`src/rtl/bus_arbiter_2.sv`:
```
// -----------------------------------------------------------------------------
// bus_arbiter_2
// Two-host arbiter that merges two bus hosts (for example instruction fetch
// and load/store) onto the single host port of the downstream bus hub.
// A grant FSM (IDLE / GRANT0 / GRANT1) owns the shared port for exactly one
// transaction. A wait-state watchdog ends transactions to stalled devices with
// an error response.
//
// Optional feature macro: BUS_ARB_ROUND_ROBIN_EN
//   defined   : simultaneous requests alternate, using the last granted host
//   undefined : fixed priority, host 0 always wins simultaneous requests
//
// Parameters:
//   TIMEOUT_CYCLES : grant cycles without bus_ready before forced completion
//                    (0 disables the watchdog)
//   TIMEOUT_DATA   : read data returned to the host on a timeout
//
// Ports:
//   clk, rst                 : clock (rising edge), async active-high reset
//   m0_* / m1_*              : host ports (address, write data, byte mask,
//                              ren, wen in; read data, ready, error out)
//   bus_*                    : hub host port (address, write data, mask,
//                              ren, wen out; read data, ready in)
// -----------------------------------------------------------------------------
module bus_arbiter_2 #(
    parameter int          TIMEOUT_CYCLES = 255,
    parameter logic [31:0] TIMEOUT_DATA   = 32'hDEAD_BEEF
) (
    input  logic        clk,
    input  logic        rst,
    input  logic [31:0] m0_address,
    input  logic [31:0] m0_data_write,
    input  logic [3:0]  m0_write_mask,
    input  logic        m0_ren,
    input  logic        m0_wen,
    output logic [31:0] m0_data_read,
    output logic        m0_ready,
    output logic        m0_error,
    input  logic [31:0] m1_address,
    input  logic [31:0] m1_data_write,
    input  logic [3:0]  m1_write_mask,
    input  logic        m1_ren,
    input  logic        m1_wen,
    output logic [31:0] m1_data_read,
    output logic        m1_ready,
    output logic        m1_error,
    output logic [31:0] bus_address,
    output logic [31:0] bus_data_write,
    output logic [3:0]  bus_write_mask,
    output logic        bus_ren,
    output logic        bus_wen,
    input  logic [31:0] bus_data_read,
    input  logic        bus_ready
);

    // Wait counter is at least one bit wide even when the watchdog is off.
    localparam int              CNT_W     = (TIMEOUT_CYCLES < 1) ? 1 : $clog2(TIMEOUT_CYCLES + 1);
    localparam logic [CNT_W-1:0] CNT_MAX   = {CNT_W{1'b1}};
    localparam logic [CNT_W-1:0] CNT_LIMIT = CNT_W'(TIMEOUT_CYCLES);
    localparam logic [CNT_W-1:0] CNT_ZERO  = {CNT_W{1'b0}};
    localparam bit               WD_EN     = (TIMEOUT_CYCLES > 0);

    typedef enum logic [1:0] {
        ST_IDLE   = 2'b00,
        ST_GRANT0 = 2'b01,
        ST_GRANT1 = 2'b10
    } state_t;

    state_t           state_r;
    state_t           state_nxt_s;
    logic [CNT_W-1:0] cnt_r;
    logic [CNT_W-1:0] cnt_nxt_s;
    logic             req0_s;
    logic             req1_s;
    logic             gnt_req_s;
    logic             timeout_s;
    logic             done_s;

`ifdef BUS_ARB_ROUND_ROBIN_EN
    // Only the round-robin build needs to remember who was served last.
    logic             last_grant_r;
    logic             last_grant_nxt_s;
`endif

    assign req0_s = m0_ren | m0_wen;
    assign req1_s = m1_ren | m1_wen;

    // Request of the granted host, watchdog expiry and normal completion.
    always_comb begin
        gnt_req_s = 1'b0;
        case (state_r)
            ST_GRANT0: gnt_req_s = req0_s;
            ST_GRANT1: gnt_req_s = req1_s;
            default:   gnt_req_s = 1'b0;
        endcase
        // Timeout takes precedence over a bus_ready arriving in the same cycle.
        if (WD_EN && (state_r != ST_IDLE) && gnt_req_s && (cnt_r == CNT_LIMIT)) begin
            timeout_s = 1'b1;
        end else begin
            timeout_s = 1'b0;
        end
        done_s = (state_r != ST_IDLE) && gnt_req_s && bus_ready && !timeout_s;
    end

    // State, wait counter and last-grant registers.
    always_ff @(posedge clk or posedge rst) begin
        if (rst) begin
            state_r      <= ST_IDLE;
            cnt_r        <= CNT_ZERO;
`ifdef BUS_ARB_ROUND_ROBIN_EN
            last_grant_r <= 1'b1;
`endif
        end else begin
            state_r      <= state_nxt_s;
            cnt_r        <= cnt_nxt_s;
`ifdef BUS_ARB_ROUND_ROBIN_EN
            last_grant_r <= last_grant_nxt_s;
`endif
        end
    end

    // Next-state logic: arbitration in IDLE, completion/drop/timeout in GRANTx.
    always_comb begin
        state_nxt_s = state_r;
        cnt_nxt_s   = cnt_r;
`ifdef BUS_ARB_ROUND_ROBIN_EN
        last_grant_nxt_s = last_grant_r;
`endif
        case (state_r)
            ST_IDLE: begin
                cnt_nxt_s = CNT_ZERO;
                if (req0_s && req1_s) begin
`ifdef BUS_ARB_ROUND_ROBIN_EN
                    state_nxt_s = last_grant_r ? ST_GRANT0 : ST_GRANT1;
`else
                    state_nxt_s = ST_GRANT0;
`endif
                end else if (req0_s) begin
                    state_nxt_s = ST_GRANT0;
                end else if (req1_s) begin
                    state_nxt_s = ST_GRANT1;
                end else begin
                    state_nxt_s = ST_IDLE;
                end
            end
            ST_GRANT0, ST_GRANT1: begin
                if (!gnt_req_s) begin
                    // Host withdrew its request: abandon silently.
                    state_nxt_s = ST_IDLE;
                    cnt_nxt_s   = CNT_ZERO;
                end else if (timeout_s || done_s) begin
                    state_nxt_s = ST_IDLE;
                    cnt_nxt_s   = CNT_ZERO;
`ifdef BUS_ARB_ROUND_ROBIN_EN
                    last_grant_nxt_s = (state_r == ST_GRANT1);
`endif
                end else begin
                    state_nxt_s = state_r;
                    // Saturate rather than wrap so a disabled watchdog stays quiet.
                    if (cnt_r != CNT_MAX) begin
                        cnt_nxt_s = cnt_r + {{(CNT_W-1){1'b0}}, 1'b1};
                    end else begin
                        cnt_nxt_s = cnt_r;
                    end
                end
            end
            default: begin
                state_nxt_s = ST_IDLE;
                cnt_nxt_s   = CNT_ZERO;
            end
        endcase
    end

    // Output logic: forward the granted host, answer it, silence the other.
    always_comb begin
        bus_address    = 32'h0000_0000;
        bus_data_write = 32'h0000_0000;
        bus_write_mask = 4'b0000;
        bus_ren        = 1'b0;
        bus_wen        = 1'b0;
        m0_data_read   = 32'h0000_0000;
        m0_ready       = 1'b0;
        m0_error       = 1'b0;
        m1_data_read   = 32'h0000_0000;
        m1_ready       = 1'b0;
        m1_error       = 1'b0;
        case (state_r)
            ST_GRANT0: begin
                bus_address    = m0_address;
                bus_data_write = m0_data_write;
                bus_write_mask = m0_write_mask;
                bus_ren        = m0_ren & ~timeout_s;
                bus_wen        = m0_wen & ~timeout_s;
                m0_ready       = done_s | timeout_s;
                m0_error       = timeout_s;
                m0_data_read   = timeout_s ? TIMEOUT_DATA : bus_data_read;
            end
            ST_GRANT1: begin
                bus_address    = m1_address;
                bus_data_write = m1_data_write;
                bus_write_mask = m1_write_mask;
                bus_ren        = m1_ren & ~timeout_s;
                bus_wen        = m1_wen & ~timeout_s;
                m1_ready       = done_s | timeout_s;
                m1_error       = timeout_s;
                m1_data_read   = timeout_s ? TIMEOUT_DATA : bus_data_read;
            end
            default: begin
                bus_ren = 1'b0;
            end
        endcase
    end

endmodule

```
`config.mk`:
```
export PLATFORM = sky130hd
export DESIGN_NAME = bus_arbiter_2
export DESIGN_NICKNAME = d
export VERILOG_FILES = /design/src/rtl/bus_arbiter_2.sv
export SDC_FILE = /design/constraint.sdc
export NUM_CORES = 1
export LEC_CHECK = 0
export ABC_AREA = 0
export CORE_AREA = 2 2 122 124
export CTS_BUF_LIST = sky130_fd_sc_hd__clkbuf_16
export CTS_CLUSTER_SIZE = 40
export DETAILED_ROUTE_END_ITERATION = 12
export DIE_AREA = 0 0 124 126
export MAX_ROUTING_LAYER = met4
export SYNTH_ARGS = -nofsm -noshare
export SYNTH_HDL_FRONTEND = slang
export SYNTH_SLANG_ARGS = --single-unit
```
`constraint.sdc`:
```
create_clock -name clk -period 3.89 [get_ports clk]
set_clock_uncertainty 0.2 [all_clocks]
set_input_delay 0.778 -clock clk [delete_from_list [all_inputs] [get_ports clk]]
set_output_delay 0.778 -clock clk [all_outputs]
set_load 0.005 [all_outputs]
```
==> impl_metrics.toml <==
[clocking]
clk_path_buf_depth = 2
cts_tree = "built"
clk_latency_ns = 0.24
clk_pin_slew_ns = 0.04
cts_root_buf = "clkbuf_16"
cts.sinks = 10
htree_levels = 1
cts_buffers = 3

[grt]
grt_max_degree = 69
grt_pass1_vias = 3545
use_met3_pct = 2.763
grt-ovfl-total = 0
grt_usage_pct = 15.73
top_usage_layer = "met2"
antenna_found_initial = 0
grt_use_met1_pct = 18.44
use_met2_pct = 28.57
grt_pass1_wl_microns = 18890

[sta]
tns_ns = 0
maxSlewViolCount = 0
setup_viol = 0
hold_slack_ns = 0.3867
rsz0062_at_grt = "false"
min_period_ns = 3.788
fmax_mhz = 264.0
slew_headroom_pct = 57.95
finalCritPeriodShare_pct = 97.37
worst_pin_slew_ns = 0.6307
finalHoldViolCount = 0

[yosys]
ys.flop_type = "dfrtp_1"
yosys_register_bits = 10
avgSynthCellArea_sq_um = 7.195
synth_nets = 489
synth_cells = 309
yosysUniqueCellTypes = 36
ys_async_sr_fraction_pct = 100.0
syn_area_sq_um = 2223
ys_seq_area_share_pct = 11.25
synth_warnings = 0
synth_edf_count = 0

[placement]
dp_hpwl_microns = 10620
io_buffers = 312
gp_congestion = 0.8408
placedInstanceArea_sq_um = 5538

[cells_and_area]
multi_input_area_sq_um = 1822
register_area_sq_um = 250.2
final_cell_area_sq_um = 5670
final_nets = 782
antenna_cells = 0
num-fill-cells = 1453
area.growth.synth_to_final_pct = 155.0
drive_above_1_share_pct = 4.825
final_core_util_pct = 39.62

[worst_setup_path]
critPathCaptureType = "output port"
worstSetupPathType = "in -> out"
cp.arrival_ns = 2.81
critPathMaxFanout = 13
crit_buf_inv = 5
cp-start-kind = "primary input"
ff2ff_path_depth = 5
max_stage_delay_ns = 0.46
cp_cell_sequence = "clkdlybuf4s50_1, o211a_2, nor2_2, buf_4, nor3_4, buf_4, clkbuf_16, o21a_1, clkdlybuf4s50_1"
cp_slowest_cell = "clkdlybuf4s50_1"
path_delay_family = "buffers and inverters"
cp.depth = 9
worstPathRequired_ns = 2.91

[floorplanning]
row_count = 44
die_area_sq_um = 15620
dieWidth_microns = 124
ios = 313
start_util_pct = 15.53
die_height_microns = 126
coreArea_sq_um = 14310

[routing]
wire_per_inst_microns = 17.38
drtIter0Drc = 154
firstDrtPassIters = 4
vias = 3646
drc = 0
viasPerCell = 4.645
drt-total-wl_microns = 13640
ant_nets = 0

[pwr]
leakage_nw = 2.012
peakVddDrop_mv = 0.2578
powerDensity_nw_per_um2 = 403.4
p_total_mw = 2.288

[outcome]
outcome = "finished clean"

[hold_path]
min_path_cells = 2
hp-class = "reg -> reg"

[run]
maxCapViolations = 0
[area by class of cell]
type                            count  share of cell area, %
Timing Repair Buffer              326                  57.74
Tap cell                          184                  4.060
Sequential cell                    10                  4.413
Clock buffer                        3                  1.324
Multi-Input combinational cell    257                  32.13
Inverter                            4                 0.2648
Clock inverter                      1                0.06620
[per-stage QoR]
| step | cells | setup slack, ns |
|---|---|---|
| 2_1_floorplan | 309 | 1.061 |
| 3_3_place_gp | 777 | 0.1028 |
| 3_5_place_dp | 777 | 0.07749 |
| 4_1_cts | 781 | 0.06226 |
| 5_1_grt | 785 | 0.03426 |
| 6_report | 785 | 0.1025 |
[power breakdown]
part	internal, mW	leakage (nW)	switching [mW]
clock	0.135	0.0385	0.0480
sequential	0.117	0.137	0.0149
combinational	1.17	1.84	0.803
[repair_timing]
item	4_1_cts	5_1_grt
hold buffers	0	0
buffers inserted	0	2
resized for setup	0	1
setup endpoints to repair	0	18
[layer usage]
metal,up-vias,share of wire [%],routed length (microns)
met4,0,0.40,54
met5,-,0,0
met2,209,51,6940
met3,4,9.6,1315
li1,1727,-,-
met1,1706,39,5329
[worst register-to-register path, stage by stage, from the launching register on]
cell      delay [ns]
dfrtp_1         0.43
ha_1            0.28
and4_4          0.23
a21oi_1         0.30
o22ai_2         0.27
a311oi_1        0.26
[cells in the mapped netlist (5+ instances only)]
master	n	area [sq um]
a22oi_1	68	510.5
and3_1	21	131.4
clkbuf_1	25	93.84
nor2b_1	68	425.4
ha_1	5	62.56
nor2_1	6	22.52
o21a_1	48	360.4
buf_2	7	35.03
dfrtp_1	10	250.2
[path summary, 6_finish.rpt]
kind / startpoint / end / slack, ns
setup / recovery: m1_wen / m0_data_read[5] / 0.10
hold / removal: cnt_r[6] / cnt_r[6] / 0.39
setup reg to reg: cnt_r[0] / cnt_r[5] / 1.81
hold reg to reg: cnt_r[6] / cnt_r[6] / 0.39
max in group asynchronous: rst / state_r[0] / 2.58
min in group asynchronous: rst / cnt_r[2] / 0.63
[kinds of logic after synthesis]
kind of cell	share of synthesized area (%)
xor+xnor	0.3940
mux	1.463
buf+inv	7.991
fa+ha+maj	2.814
compound gates	43.39
flops	11.25
simple gates	32.70
[flip-flops by register name (all words and copies together) (netlist names)]
signal and flops:
state_r 2, cnt_r 8
[placed cells by master, fill, tap and decap left out, drive strengths merged, types with 2 or more instances in the layout]
master         Yosys  final
nor2               6      6
nor3b              2      2
a22oi             68     68
nor3               5      5
and2               4      4
mux2               2      2
dfrtp             10     10
clkdlybuf4s50      0    312
nand4              2      2
nand2              5      5
a21oi              3      3
o21a              48     48
a31oi              2      2
o211a              2      2
clkbuf            25      4
ha                 5      5
nand3              3      3
and3              21     21
buf               13     13
nor2b             68     68
o22ai              3      3
inv                4      4
Note: power is estimated with default switching activity, not from simulation.
